[src/rtl/fmanorm_pipe.sv]
// rtl/fmanorm_pipe.sv - pipelined leading-zero normalizer with elastic valid/ready handshake
// One register stage per shift level; count, zero flag and tag travel alongside the significand.
module fmanorm_pipe #(
   parameter int WIDTH  = 34,
   parameter int EWIDTH = 7,
   parameter int OFFSET = 12,
   parameter int TAGW   = 4,
   localparam int L     = $clog2(WIDTH),
   localparam int CW    = $clog2(WIDTH + 1)
) (
   input  logic              clk,
   input  logic              reset_n,
   input  logic              flush,
   input  logic              in_valid,
   output logic              in_ready,
   input  logic [WIDTH-1:0]  in_sm,
   input  logic [TAGW-1:0]   in_tag,
   output logic              out_valid,
   input  logic              out_ready,
   output logic [WIDTH-1:0]  out_sm,
   output logic [CW-1:0]     out_count,
   output logic [EWIDTH-1:0] out_adj,
   output logic              out_zero,
   output logic [TAGW-1:0]   out_tag
);

   localparam int AW = (CW > EWIDTH) ? CW : EWIDTH;

   logic [L-1:0]      vld;
   logic [L-1:0]      ld;
   logic [L-1:0]      src_vld;
   logic [WIDTH-1:0]  sm_q    [L];
   logic [CW-1:0]     cnt_q   [L];
   logic [L-1:0]      zero_q;
   logic [TAGW-1:0]   tag_q   [L];
   logic [EWIDTH-1:0] adj_q;

   logic [WIDTH-1:0]  src_sm  [L];
   logic [CW-1:0]     src_cnt [L];
   logic [L-1:0]      src_zero;
   logic [TAGW-1:0]   src_tag [L];
   logic [L-1:0]      hit;
   logic [WIDTH-1:0]  sm_d    [L];
   logic [CW-1:0]     cnt_d   [L];
   logic [AW-1:0]     adj_full;

   // A stage can load when empty or when its occupant moves on this cycle.
   always_comb begin
      ld = '0;
      ld[L-1] = !vld[L-1] || out_ready;
      for (int j = L - 2; j >= 0; j--) begin
         ld[j] = !vld[j] || ld[j+1];
      end
   end

   assign in_ready = ld[0] && !flush;
   assign src_vld  = {vld[L-2:0], in_valid && in_ready};

   always_comb begin
      src_sm[0]   = in_sm;
      src_cnt[0]  = '0;
      src_zero[0] = ~|in_sm;
      src_tag[0]  = in_tag;
      for (int j = 1; j < L; j++) begin
         src_sm[j]   = sm_q[j-1];
         src_cnt[j]  = cnt_q[j-1];
         src_zero[j] = zero_q[j-1];
         src_tag[j]  = tag_q[j-1];
      end
      // Stage j handles shift 2^(L-1-j): largest shift first.
      for (int j = 0; j < L; j++) begin
         hit[j]   = (src_sm[j] >> (WIDTH - (1 << (L - 1 - j)))) == '0;
         sm_d[j]  = hit[j] ? (src_sm[j] << (1 << (L - 1 - j))) : src_sm[j];
         cnt_d[j] = src_cnt[j] | (hit[j] ? CW'(1 << (L - 1 - j)) : CW'(0));
      end
      // All-zero input would otherwise report the saturated greedy count.
      if (src_zero[L-1]) begin
         cnt_d[L-1] = CW'(WIDTH);
      end
      adj_full = AW'(cnt_d[L-1]) - AW'(OFFSET);
   end

   always_ff @(posedge clk or negedge reset_n) begin
      if (!reset_n) begin
         vld <= '0;
      end else if (flush) begin
         vld <= '0;
      end else begin
         for (int j = 0; j < L; j++) begin
            if (ld[j]) vld[j] <= src_vld[j];
         end
      end
   end

   always_ff @(posedge clk or negedge reset_n) begin
      if (!reset_n) begin
         for (int j = 0; j < L; j++) begin
            sm_q[j]  <= '0;
            cnt_q[j] <= '0;
            tag_q[j] <= '0;
         end
         zero_q <= '0;
         adj_q  <= '0;
      end else begin
         for (int j = 0; j < L; j++) begin
            if (ld[j] && src_vld[j]) begin
               sm_q[j]   <= sm_d[j];
               cnt_q[j]  <= cnt_d[j];
               zero_q[j] <= src_zero[j];
               tag_q[j]  <= src_tag[j];
            end
         end
         if (ld[L-1] && src_vld[L-1]) begin
            adj_q <= adj_full[EWIDTH-1:0];
         end
      end
   end

   assign out_valid = vld[L-1];
   assign out_sm    = sm_q[L-1];
   assign out_count = cnt_q[L-1];
   assign out_adj   = adj_q;
   assign out_zero  = zero_q[L-1];
   assign out_tag   = tag_q[L-1];

endmodule

[config.mk]
export PLATFORM = sky130hd
export DESIGN_NAME = fmanorm_pipe
export DESIGN_NICKNAME = d
export VERILOG_FILES = /design/src/rtl/fmanorm_pipe.sv
export SDC_FILE = /design/constraint.sdc
export NUM_CORES = 1
export LEC_CHECK = 0
export CELL_PAD_IN_SITES_DETAIL_PLACEMENT = 1
export CELL_PAD_IN_SITES_GLOBAL_PLACEMENT = 1
export CORE_MARGIN = 3
export CORE_UTILIZATION = 50
export DETAILED_ROUTE_END_ITERATION = 6
export GPL_TIMING_DRIVEN = 0
export PLACE_DENSITY = 0.89
export SLEW_MARGIN = 25
export SYNTH_ARGS = -nofsm -noshare
export SYNTH_HDL_FRONTEND = slang
export SYNTH_SLANG_ARGS = --single-unit
[constraint.sdc]
create_clock -name clk -period 3.45 [get_ports clk]
set_input_delay 0.69 -clock clk [delete_from_list [all_inputs] [get_ports clk]]
set_output_delay 0.69 -clock clk [all_outputs]
set_load 0.005 [all_outputs]
==> results of run 1 <==
## worst paths after layout
path                                end  slack (ps)  cells past startpoint
setup / recovery               in_ready         540                      5
hold / removal             out_count[4]         130                      1
setup reg to reg               sm_q[87]        1120                      6
hold reg to reg              out_sm[31]         490                      2
max in group asynchronous     sm_q[144]        1960                      3
min in group clk             out_sm[31]         490                      2
## per-stage QoR
| stage | total power, W | util (%) | cells | setup TNS, ps | instance area [um2] |
|---|---|---|---|---|---|
| 6_report | 0.009426 | 61.53 | 1460 | 0 | 13680 |
| 3_3_place_gp | 0.006345 | 57.58 | 1412 | -2406420 | 12800 |
| 5_1_grt | 0.009905 | 61.53 | 1460 | 0 | 13680 |
| 2_1_floorplan | 0.005603 | - | 1037 | 0 | 11500 |
| 3_5_place_dp | 0.006587 | 57.85 | 1414 | 0 | 12860 |
| 4_1_cts | 0.009467 | 61.53 | 1460 | 0 | 13680 |
## cells by family after synthesis
| logic type | after synthesis |
|---|---|
| mux | 177 |
| buf+inv | 112 |
| xor+xnor | 2 |
| flops | 266 |
| compound gates | 224 |
| simple gates | 255 |
| fa+ha+maj | 1 |
## sequential cells by signal, summed over array words and instances (netlist names)
register and cells:
zero_q 6, cnt_q 15, out_adj 5, src_tag 20
out_tag 4, sm_q 170, out_count 6, vld 6
out_sm 34
## layout by cell type, fill, tap and decap left out, types with 5 or more instances in the layout
master and n:
clkbuf_16 27, buf_1 5, dfrtp_1 266, clkbuf_1 38, inv_1 6, nand2_1 171
nor4_1 15, nor2_1 49, mux2_2 67, o21ai_1 7, o21ai_0 124, a21oi_1 63
buf_2 22, buf_6 5, a22o_1 18, mux2i_1 110, buf_4 46, clkdlybuf4s50_1 94
## per-layer routing
metal  GRT usage (%)  up-vias  wire [um]
li1                -     3805          -
met4           11.24        0       1483
met5               0        -          0
met2           46.69      225      16200
met1           31.44     4215      12780
met3           3.445       97       1014
## power breakdown
part	leakage, nW	switching (W)	total (W)	internal, W
Combinational	2.48	0.00106	0.00218	0.00112
Sequential	3.38	0.000645	0.00447	0.00382
Clock	0.403	0.00118	0.00278	0.00160
Total	6.26	0.00289	0.00943	0.00654
## area by class of cell
cell class / count / area, um2 / share of cell area (%)
Timing Repair Buffer: 97 / 1011 / 7.391
Inverter: 6 / 22.52 / 0.1647
Sequential cell: 266 / 6656 / 48.66
Multi-Input combinational cell: 659 / 4184 / 30.59
Buffer: 106 / 635.6 / 4.647
Clock inverter: 5 / 50.05 / 0.3659
Clock buffer: 41 / 768.2 / 5.617
Tap cell: 280 / 350.3 / 2.561
## worst max-delay path: cells and delay by family
kind	cells	cell delay (ps)
buffers and inverters	2	1070
and+or+nand+nor	2	250
AOI/OAI and AO/OA	1	210
==> results_dict.tcl, run 1 <==
set metrics [dict create \
    antenna_found_initial 0 \
    yosys.area.top_type_share_pct 57.89 \
    leakage_nw 6.255 \
    cp-startpoint "out_ready" \
    ir_drop_mv 0.3830 \
    synthesis.area_um2 11500 \
    worst_pin_slew_ps 774.4 \
    drive_gt1_share_pct 15.51 \
    crit_required_ps 2760 \
    hold_path_class "in -> async" \
    avgViaCountPerCell 5.714 \
    max_freq_mhz 343.9 \
    cts_root_buffer "clkbuf_16" \
    ant_nets 0 \
    crit_path_frequent_cell "clkdlybuf4s50_1" \
    clk_latency_ps 530 \
    hold-worst-slack_ps 125.1 \
    ys_warn_count 0 \
    synth_ff_type "dfrtp_1" \
    drt_wl_total_um 31480 \
    start_util_pct 51.73 \
    r2r_start "vld[5]" \
    arrival_ps 2220 \
    ys_types 38 \
    cts_setup_buffers 0 \
    path_cells "clkdlybuf4s50_1, nand3b_1, nor2_1, a21oi_1, clkdlybuf4s50_1" \
    synthArstFlopShare_pct 100.0 \
    synth-seq-cells 266 \
    synth_compound_area_share_pct 10.76 \
    synth-edff-count 0 \
    setup_viol 0 \
    synth_area_per_cell_um2 11.09 \
    drc 0 \
    synth_top_family_by_area "multiplexers" \
    finalClockSkew_ps 13.23 \
    status "completed" \
    dp_hpwl_um 21690 \
    ys_seq_area_share_pct 57.89 \
    htreeDepth 1 \
    synth_fa_ha_area_share_pct 0.1088 \
    power_density_nw_per_um2 689.1 \
    io_buffers 95 \
    rsz0062_at_grt "no" \
    antenna_cells 0 \
    synth_top_area_cell "dfrtp_1" \
    drt_iter0_drc 421 \
    ctsHoldBuffers 0 \
    path_class "in -> out" \
    grt_pass1_wl_um 51270 \
    core-area_um2 22230 \
    grt.total_usage_pct 26.01 \
    cts_resized 0 \
    dr.pass1.iters 4 \
    synth-simple-area-share_pct 9.227 \
    core.rowCount 54 \
    worst_setup_path_end_kind "output port" \
    clk_pin_slew_ps 60 \
    yosys.area_share.xor_xnor_pct 0.1523 \
    fill_cells 2341 \
    drv_cap 0 \
    gp_congestion 0.8095 \
    wire_per_inst_um 21.56 \
    vias 8342 \
    ios 97 \
    grt_max_degree 97 \
    setup.worst_path.start_class "input pin" \
    final.min_clock_period_ps 2908 \
    grt_pass1_vias 9308 \
    synthMuxAreaShare_pct 16.14 \
    cts.sinks 266 \
    maxSlewViolCount 0 \
    overflow 0 \
    cpMaxStageDelayCell "clkdlybuf4s50_1" \
    final_nets 1207 \
    die_y_um 157.6 \
    finalHoldViolations 0 \
    yosysMostFrequentCell "dfrtp_1" \
    cts_max_path_buffers 3 \
    dpl_worst_slack_ps 480.3 \
    cpPeakStageDelay_ps 560 \
    netlist_top_cells_area "dfrtp_1 58%, mux2i_1 9.6%, mux2_2 6.6%, nand2_1 5.6%, o21ai_0 5.4%" \
    relSlewSlack_pct 48.25 \
    cp_max_fo 3 \
    die_x_um 157.6 \
    setup_slack_ps 542.2 \
    syn_nets 1081 \
    syn2layout_area_growth_pct 18.96 \
    synthCells 1037 \
    cts_buffers 27 \
    synth_commonest_cells "266 x dfrtp_1, 171 x nand2_1, 124 x o21ai_0, 110 x mux2i_1, 67 x mux2_2" \
    cts_tree "yes" \
    dieArea_um2 24850 \
    post-route-period-util_pct 84.29 \
]
Power figures use the tool's default switching activity.
==> inputs of run 2 (changes only) <==
--- a/config.mk
+++ b/config.mk
@@ -8,10 +8,10 @@
 export CELL_PAD_IN_SITES_DETAIL_PLACEMENT = 1
 export CELL_PAD_IN_SITES_GLOBAL_PLACEMENT = 1
 export CORE_MARGIN = 3
-export CORE_UTILIZATION = 50
+export CORE_UTILIZATION = 46
 export DETAILED_ROUTE_END_ITERATION = 6
 export GPL_TIMING_DRIVEN = 0
-export PLACE_DENSITY = 0.89
+export PLACE_DENSITY = 0.83
 export SLEW_MARGIN = 25
 export SYNTH_ARGS = -nofsm -noshare
 export SYNTH_HDL_FRONTEND = slang
==> constraint.sdc (replaced) <==
create_clock -name clk -period 2.75 [get_ports clk]
set_input_delay 0.55 -clock clk [delete_from_list [all_inputs] [get_ports clk]]
set_output_delay 0.55 -clock clk [all_outputs]
set_load 0.005 [all_outputs]
==> run 2 against run 1 <==
Compared with the run above: combinational power rose by 21%; critical endpoint unchanged; worst setup slack got worse by 350 ps; critical path depth did not move; flip-flop and latch count did not move; die area rose by 8.4%; register-to-register slack got worse by 570 ps; final cell count rose by 3.3%; largest cell class unchanged; clock skew rose by 2.1 ps; the run now ends with hold timing left; first-iteration DRC count fell by 12%.
==> results_dict.tcl, run 2 (synthesis gave the netlist of run 1 again) <==
set metrics [dict create \
    drv_cap 0 \
    cts.sinks 266 \
    grt_pass1_wl_um 47270 \
    cts_max_path_buffers 3 \
    gp_congestion 0.8031 \
    finalHoldViolations 1 \
    htreeDepth 1 \
    final.min_clock_period_ps 2561 \
    setup.worst_path.start_class "input pin" \
    post-route-period-util_pct 93.12 \
    dr.pass1.iters 4 \
    dpl_cell_area_um2 12910 \
    intPower_w 0.008454 \
    dp_hpwl_um 20240 \
    tns_ps 0 \
    grt_max_degree 94 \
    cp_max_fo 3 \
    ctsHoldBuffers 0 \
    clk_latency_ps 540 \
    status "finished, violations left" \
    cts_buffers 28 \
    hold-worst-slack_ps -7.442 \
    comb_power_share_pct 21.9 \
    drive_gt1_share_pct 15.88 \
    antenna_cells 0 \
    failed_checks "hold timing" \
    final_nets 1208 \
    path_class "in -> out" \
    grt_pass1_vias 8716 \
    cts_tree "yes" \
    cts_setup_buffers 0 \
    avgViaCountPerCell 5.328 \
    crit_required_ps 2200 \
    p_clk_share_pct 31.7 \
    largest_register "sm_q" \
    vias 8035 \
    overflow 0 \
    hold_path_class "in -> async" \
    worst_pin_slew_ps 807.4 \
    ir_drop_mv 0.3927 \
    dieArea_um2 26930 \
    syn2layout_area_growth_pct 20.25 \
    core.rowCount 57 \
    ios 97 \
    die_x_um 164.1 \
    switchingPower_w 0.003520 \
    io_buffers 95 \
    leakage_nw 6.304 \
    cts_resized 0 \
    wire_per_inst_um 18.97 \
    ant_nets 0 \
    drt_wl_total_um 28600 \
    max_freq_mhz 390.5 \
    arrival_ps 2010 \
    worst_setup_path_end_kind "output port" \
    rsz0062_at_grt "no" \
    finalClockSkew_ps 15.30 \
    power.total_w 0.01197 \
    die_y_um 164.1 \
    core-area_um2 24460 \
    grt.total_usage_pct 21.89 \
    drc 0 \
    cts_root_buffer "clkbuf_16" \
    switching_share_pct 29.40 \
    seq_power_share_pct 46.4 \
    final_cell_mix "266 x dfrtp_1, 171 x nand2_1, 124 x o21ai_0, 110 x mux2i_1, 94 x clkdlybuf4s50_1" \
    clk_pin_slew_ps 60 \
    design_area_um2 13830 \
    start_util_pct 47.01 \
    largest_reg_flops 170 \
    antenna_found_initial 0 \
    maxSlewViolCount 0 \
    setup_viol 0 \
    relSlewSlack_pct 46.05 \
    drt_iter0_drc 371 \
    final_common_cell "dfrtp_1" \
    power_density_nw_per_um2 866.0 \
]
==> run 2: final timing paths <==
kind	cells past startpoint	endpoint	slack, ps	from
hold reg to reg	2	out_tag[2]	480	src_tag[2]
max in group asynchronous	3	sm_q[170]	1430	reset_n
hold / removal	1	out_sm[3]	-7	reset_n
setup reg to reg	4	src_tag[18]	550	vld[5]
min in group clk	2	vld[1]	370	flush
setup / recovery	5	in_ready	190	out_ready
==> run 2: cell type report <==
cell class                 instances  area [um2]
inverter                           6       22.52
clock inverter                    10       125.1
multi-input combinational        659        4184
buffer                           106       635.6
fill                            2562       10640
clock buffer                      40       787.0
sequential                       266        6656
timing repair buffer              97        1011
tap                              324       405.4
==> run 2: critical path, stage by stage <==
cell and delay (ps):
clkdlybuf4s50_1 510, nand3b_1 150, nor2_1 80, a21oi_1 170, clkdlybuf4s50_1 540
==> run 2: metrics by stage <==
stage	setup WS [ps]	std cells	util (%)
3_5_place_dp	-109.3	1458	52.80
3_3_place_gp	-9808	1456	52.55
4_1_cts	187.1	1508	56.52
6_report	189.3	1508	56.52
5_1_grt	129.5	1508	56.52
2_1_floorplan	787.0	1037	-
==> run 2: per-layer routing <==
metal | up-vias | part of all wire [%] | global-route usage, % | routed length (um)
met3 | 55 | 2.9 | 2.421 | 843
met5 | - | 0 | 0 | 0
met1 | 4030 | 42 | 27.07 | 12100
met2 | 148 | 52 | 40.17 | 14800
met4 | 0 | 3.0 | 6.651 | 859
li1 | 3802 | - | - | -
==> run 2: power groups by stage <==
stage / logic, W / clock network [W] / registers [W]
2_1_floorplan: 0.00173 / 0 / 0.00530
3_3_place_gp: 0.00244 / 0 / 0.00554
3_5_place_dp: 0.00260 / 0 / 0.00561
4_1_cts: 0.00266 / 0.00385 / 0.00556
5_1_grt: 0.00294 / 0.00402 / 0.00567
6_report: 0.00263 / 0.00379 / 0.00556
==> inputs of run 3 (changes only) <==
--- a/config.mk
+++ b/config.mk
@@ -11,8 +11,10 @@
 export CORE_UTILIZATION = 46
 export DETAILED_ROUTE_END_ITERATION = 6
 export GPL_TIMING_DRIVEN = 0
+export HOLD_SLACK_MARGIN = 0.06
 export PLACE_DENSITY = 0.83
-export SLEW_MARGIN = 25
+export SLEW_MARGIN = 40
 export SYNTH_ARGS = -nofsm -noshare
 export SYNTH_HDL_FRONTEND = slang
 export SYNTH_SLANG_ARGS = --single-unit
+export TNS_END_PERCENT = 100
==> run 3 against run 2 <==
Compared with the run above: the run now ends clean; first-iteration DRC count shrank 2.2%; critical path depth stayed put; sequential share of layout area decreased by 0.42 points; core utilization is 0.50 points higher; final cell count grew 0.20%; wire length grew 1.7%; flip-flop and latch count unchanged; sequential power barely moved; global-route usage up 0.39 points; largest cell class unchanged.
==> results_dict.tcl, run 3 (synthesis gave the netlist of run 1 again) <==
set metrics [dict create \
    status "completed" \
    dr.pass1.iters 4 \
    vias 8058 \
    cts_resized 0 \
    fill_cells 2583 \
    power_density_nw_per_um2 876.9 \
    final_nets 1210 \
    grt.total_usage_pct 22.27 \
    setup_slack_ps 192.5 \
    ir_drop_mv 0.5623 \
    finalClockSkew_ps 8.708 \
    cts.sinks 266 \
    worst_setup_path_end_kind "output port" \
    post-route-util_pct 57.02 \
    relSlewSlack_pct 44.40 \
    seq_area_um2 6656 \
    maxSlewViolCount 0 \
    worstHoldStart "flush" \
    min_to "vld[3]" \
    met1_length_um 12220 \
    htreeDepth 1 \
    grt_pass1_wl_um 47970 \
    drc 0 \
    ios 97 \
    reg2reg_slack_ps 540 \
    antenna_found_initial 0 \
    cpPeakStageDelay_ps 540 \
    die_x_um 164.1 \
    syn2layout_area_growth_pct 21.31 \
    cts_setup_buffers 0 \
    avgViaCountPerCell 5.333 \
    multi_input_area_um2 4184 \
    wl_met3_um 878 \
    post-route-period-util_pct 93.00 \
    cts_tree "yes" \
    final_common_cell "dfrtp_1" \
    finalHoldViolations 0 \
    die_y_um 164.1 \
    gp_congestion 0.8031 \
    setup.worst_path.start_class "input pin" \
    final_cell_mix "266 x dfrtp_1, 171 x nand2_1, 124 x o21ai_0, 110 x mux2i_1, 94 x clkdlybuf4s50_1" \
    core-area_um2 24460 \
    placed_cells 1459 \
    clk_latency_ps 530 \
    dpl_cell_area_um2 12940 \
    cts_root_buffer "clkbuf_16" \
    timing.rr.end "sm_q[184]" \
    grt_max_degree 76 \
    cts_max_path_buffers 3 \
    cts_buffers 28 \
    drt_iter0_drc 363 \
    antenna_cells 0 \
    crit_required_ps 2200 \
    io_buffers 95 \
    drv_cap 0 \
    crit_path_frequent_cell "clkdlybuf4s50_1" \
    core.rowCount 57 \
    clk_pin_slew_ps 60 \
    largest_register "sm_q" \
    highest_layer "met4" \
    critical-path-top-delay-family "buffers and inverters" \
    grt_pass1_vias 8824 \
    path_buf_inv 2 \
    holdPathStages 2 \
    leakage_nw 6.364 \
    layout.cells.non_filler 1511 \
    worst_pin_slew_ps 832.0 \
    path_class "in -> out" \
    wire_per_inst_um 19.25 \
    design_area_um2 13950 \
    dpl_worst_slack_ps -90.95 \
    overflow 0 \
    hold_path_class "in -> reg" \
    drt_wl_total_um 29080 \
    ctsHoldBuffers 1 \
    final.min_clock_period_ps 2558 \
    dieArea_um2 26930 \
    cpMaxStageDelayCell "clkdlybuf4s50_1" \
    start_util_pct 47.01 \
    drive_gt1_share_pct 16.51 \
    max_freq_mhz 391.0 \
    wl_met2_um 14970 \
    reg2reg_depth 4 \
    cp_max_fo 3 \
    r2r_start "vld[5]" \
    arrival_ps 2010 \
    largest_reg_flops 170 \
    dp_hpwl_um 20460 \
    rsz0062_at_grt "no" \
    ant_nets 0 \
    path_cells "clkdlybuf4s50_1, nand3b_1, nor2_1, a21oi_1, clkdlybuf4s50_1" \
    setup_viol 0 \
]
run 3: metal layers:
metal  track usage, %  vias to the layer above
met5                0                        -
met4            7.728                        0
met3            2.295                       60
met2            40.51                      163
met1            27.56                     4020
li1                 -                     3815
run 3: cell type report:
cell class	instances	share of cell area [%]
Sequential cell	266	47.72
Timing Repair Buffer	99	7.517
Tap cell	324	2.906
Multi-Input combinational cell	659	30.00
Clock inverter	12	1.166
Buffer	106	4.557
Inverter	6	0.1615
Clock buffer	39	5.974
run 3: report_power, final:
group / internal (W) / total (W) / leakage (nW) / switching, W
registers: 0.00479 / 0.00556 / 3.38 / 0.000769
clock network: 0.00248 / 0.00403 / 0.495 / 0.00155
logic: 0.00141 / 0.00264 / 2.49 / 0.00124
total: 0.00868 / 0.0122 / 6.36 / 0.00355
run 3: worst reg2reg max path: stages, from the launching register on:
cell	delay (ps)
dfrtp_1	390
nand2b_1	250
o311ai_4	820
buf_6	260
mux2_2	370
run 3: through the flow:
stage,TNS (ps),hold WS (ps),total power (W)
2_1_floorplan,0,254.4,0.007030
6_report,0,382.6,0.01223
3_3_place_gp,-2602420,456.3,0.007979
4_1_cts,0,371.9,0.01232
5_1_grt,0,405.9,0.01291
3_5_place_dp,-2219,461.3,0.008214
run 3: how the worst max path moves through the flow:
stage / start / cells past startpoint / to / slack [ps]
after global routing: out_ready / 5 / in_ready / 140
after detailed placement: out_ready / 7 / out_sm[12] / -90
after floorplan: out_ready / 4 / sm_q[177] / 790
final: out_ready / 5 / in_ready / 190
after global placement: reset_n / 1 / sm_q[199] / -9810
after CTS: out_ready / 5 / in_ready / 210
==> variant: new RTL, settings of run 3 <==
Make the reset (`reset_n`) synchronous in 2 clocked blocks.
--- a/src/rtl/fmanorm_pipe.sv
+++ b/src/rtl/fmanorm_pipe.sv
@@ -80,7 +80,7 @@
       adj_full = AW'(cnt_d[L-1]) - AW'(OFFSET);
    end
 
-   always_ff @(posedge clk or negedge reset_n) begin
+   always_ff @(posedge clk) begin
       if (!reset_n) begin
          vld <= '0;
       end else if (flush) begin
@@ -92,7 +92,7 @@
       end
    end
 
-   always_ff @(posedge clk or negedge reset_n) begin
+   always_ff @(posedge clk) begin
       if (!reset_n) begin
          for (int j = 0; j < L; j++) begin
             sm_q[j]  <= '0;
Formal check against the unedited RTL: not equivalent (Yosys sat finds a counterexample within 10 cycles, from zero or initial values and one cycle with reset_n low; the reset may be asserted at any time).
==> variant against run 3 <==
  * Count of clock-buffer cells in the layout fell by 8
  * Hold slack improved by 0.088 ns
  * Design area fell by 4.0%
  * Setup slack got worse by 0.026 ns
  * First-iteration DRC count fell by 6.3%
  * Non-clock buffer count fell by 57
  * Area after synthesis fell by 5.1%
  * Sequential cell count rose by 2
  * Routed wire length fell by 18%
  * Maximum frequency fell by 1.0%
  * Critical path type unchanged
  * Highest routed layer unchanged
Power is not compared: it rests on default switching activity, and its combinational part moved more than twofold at a synthesized area within 25%.
==> variant: results (changes against run 3) <==
placed_design:
  gp_congestion: 0.8618  # +7.3%
setup_path:
  critPathMaxStageDelay_ns: 0.45  # -0.09 ns
  reg2reg_slack_ns: 0.67  # +0.13 ns
  r2r-end: "sm_q[5][20]"
  ff2ff_path_depth: 5  # +1
  r2r-start: "vld[5]"
global_routing:
  grt_max_degree: 45  # -41%
  use_met2_pct: 36.34  # -4.2 points
  grt_pass1_wl_um: 38180  # -20%
  met1_usage_pct: 20.06  # -7.5 points
  grtUsageMet3_pct: 2.387  # +0.091 points
min_path:
  hp-class: "reg -> reg"
sta:
  fin_crit_ns: 2.584  # +0.02631 ns
  tightest_slew_ns: 0.6949  # -0.1371 ns
  skew_ns: 0.01575  # +0.007043 ns
status:
  status: "finished, final reports clean"
detailed_routing:
  vias_per_cell: 5.254  # -1.5%
  post_drt_wl_per_cell_um: 19.04  # -1.1%
  drt-initial-drc-count: 340  # -6.3%
yosys:
  ys.flop_type: "edfxtp_1"
  syn_avg_cell_area_sq_um: 13.96  # +26%
  ys_top_cells_by_area: "edfxtp_1, and2_1, a22o_1"
  synth_edf_count: 249  # +249
  ys_seq_area_share_pct: 72.00  # +14 points
  syn_nets: 826  # -24%
layout:
  fin_nets: 957  # -21%
  drive_gt1_share_pct: 8.887  # -7.6 points
## variant: cell count changes after synthesis, sizes merged, moves of 19 or more
cell	before	now
a22o	18	61
and2	2	90
buf	78	23
dfrtp	266	0
dfxtp	0	19
edfxtp	0	249
mux2	67	0
mux2i	110	34
nand2	171	67
nor2	49	79
o21ai	131	4
## variant: worst reg2reg max path, stage by stage, from the launching register on
cell and delay [ns]:
dfxtp_1 0.44, nand2b_1 0.17, nand3_1 0.18, clkbuf_1 0.43
buf_1 0.47, nor2_1 0.13
## variant: how the worst max path moves through the flow
stage,start,endpoint,slack (ns),depth (start not counted)
after global routing,vld[2],in_ready,0.08,5
after detailed placement,reset_n,sm_q[5][19],-0.25,4
after CTS,out_ready,in_ready,0.15,5
final,out_ready,in_ready,0.17,5
after global placement,reset_n,sm_q[5][19],-0.55,4
after floorplan,out_ready,cnt_q[1][4],0.37,3
## variant: cells by family after synthesis
logic type	after synthesis	synth area share, %
compound gates	133	8.794
xor+xnor	2	0.1605
fa+ha+maj	1	0.1146
buf+inv	57	2.545
flops	268	72.00
mux	34	3.119
simple gates	287	13.27
## variant: layout make-up
cell class	instances	area, sq um	area share, %
Buffer	46	236.5	1.766
Clock buffer	31	690.7	5.156
Clock inverter	19	254.0	1.896
Inverter	11	43.79	0.3269
Multi-Input combinational cell	457	2819	21.05
Sequential cell	268	7858	58.66
Tap cell	313	391.6	2.924
Timing Repair Buffer	102	1101	8.220
## variant: through the flow
stage	utilization, %	hold slack, ns
after floorplan	-	0.4154
after global placement	53.38	0.4365
after detailed placement	54.07	0.4583
after CTS	58.25	0.4713
after global routing	58.27	0.4931
final	58.27	0.4710
## variant: repair_timing
action,4_1_cts,5_1_grt
endpoints found under the setup margin,1,0
hold buffers,0,0
gates resized for setup,3,0
hold endpoints to repair,0,0
## variant: power by group through the flow
stage	Sequential (uW)	Clock [uW]	Combinational (uW)
floorplan	4740	0	163
global placement	4770	0	314
detailed placement	4780	0	363
CTS	4700	3920	368
global route	4710	4090	399
finish	4700	3850	364
## variant: routing by layer
metal	share of wire, %	vias up
met3	3.5	51
met5	0	-
met1	38	3201
met4	2.6	0
met2	56	151
li1	-	3149
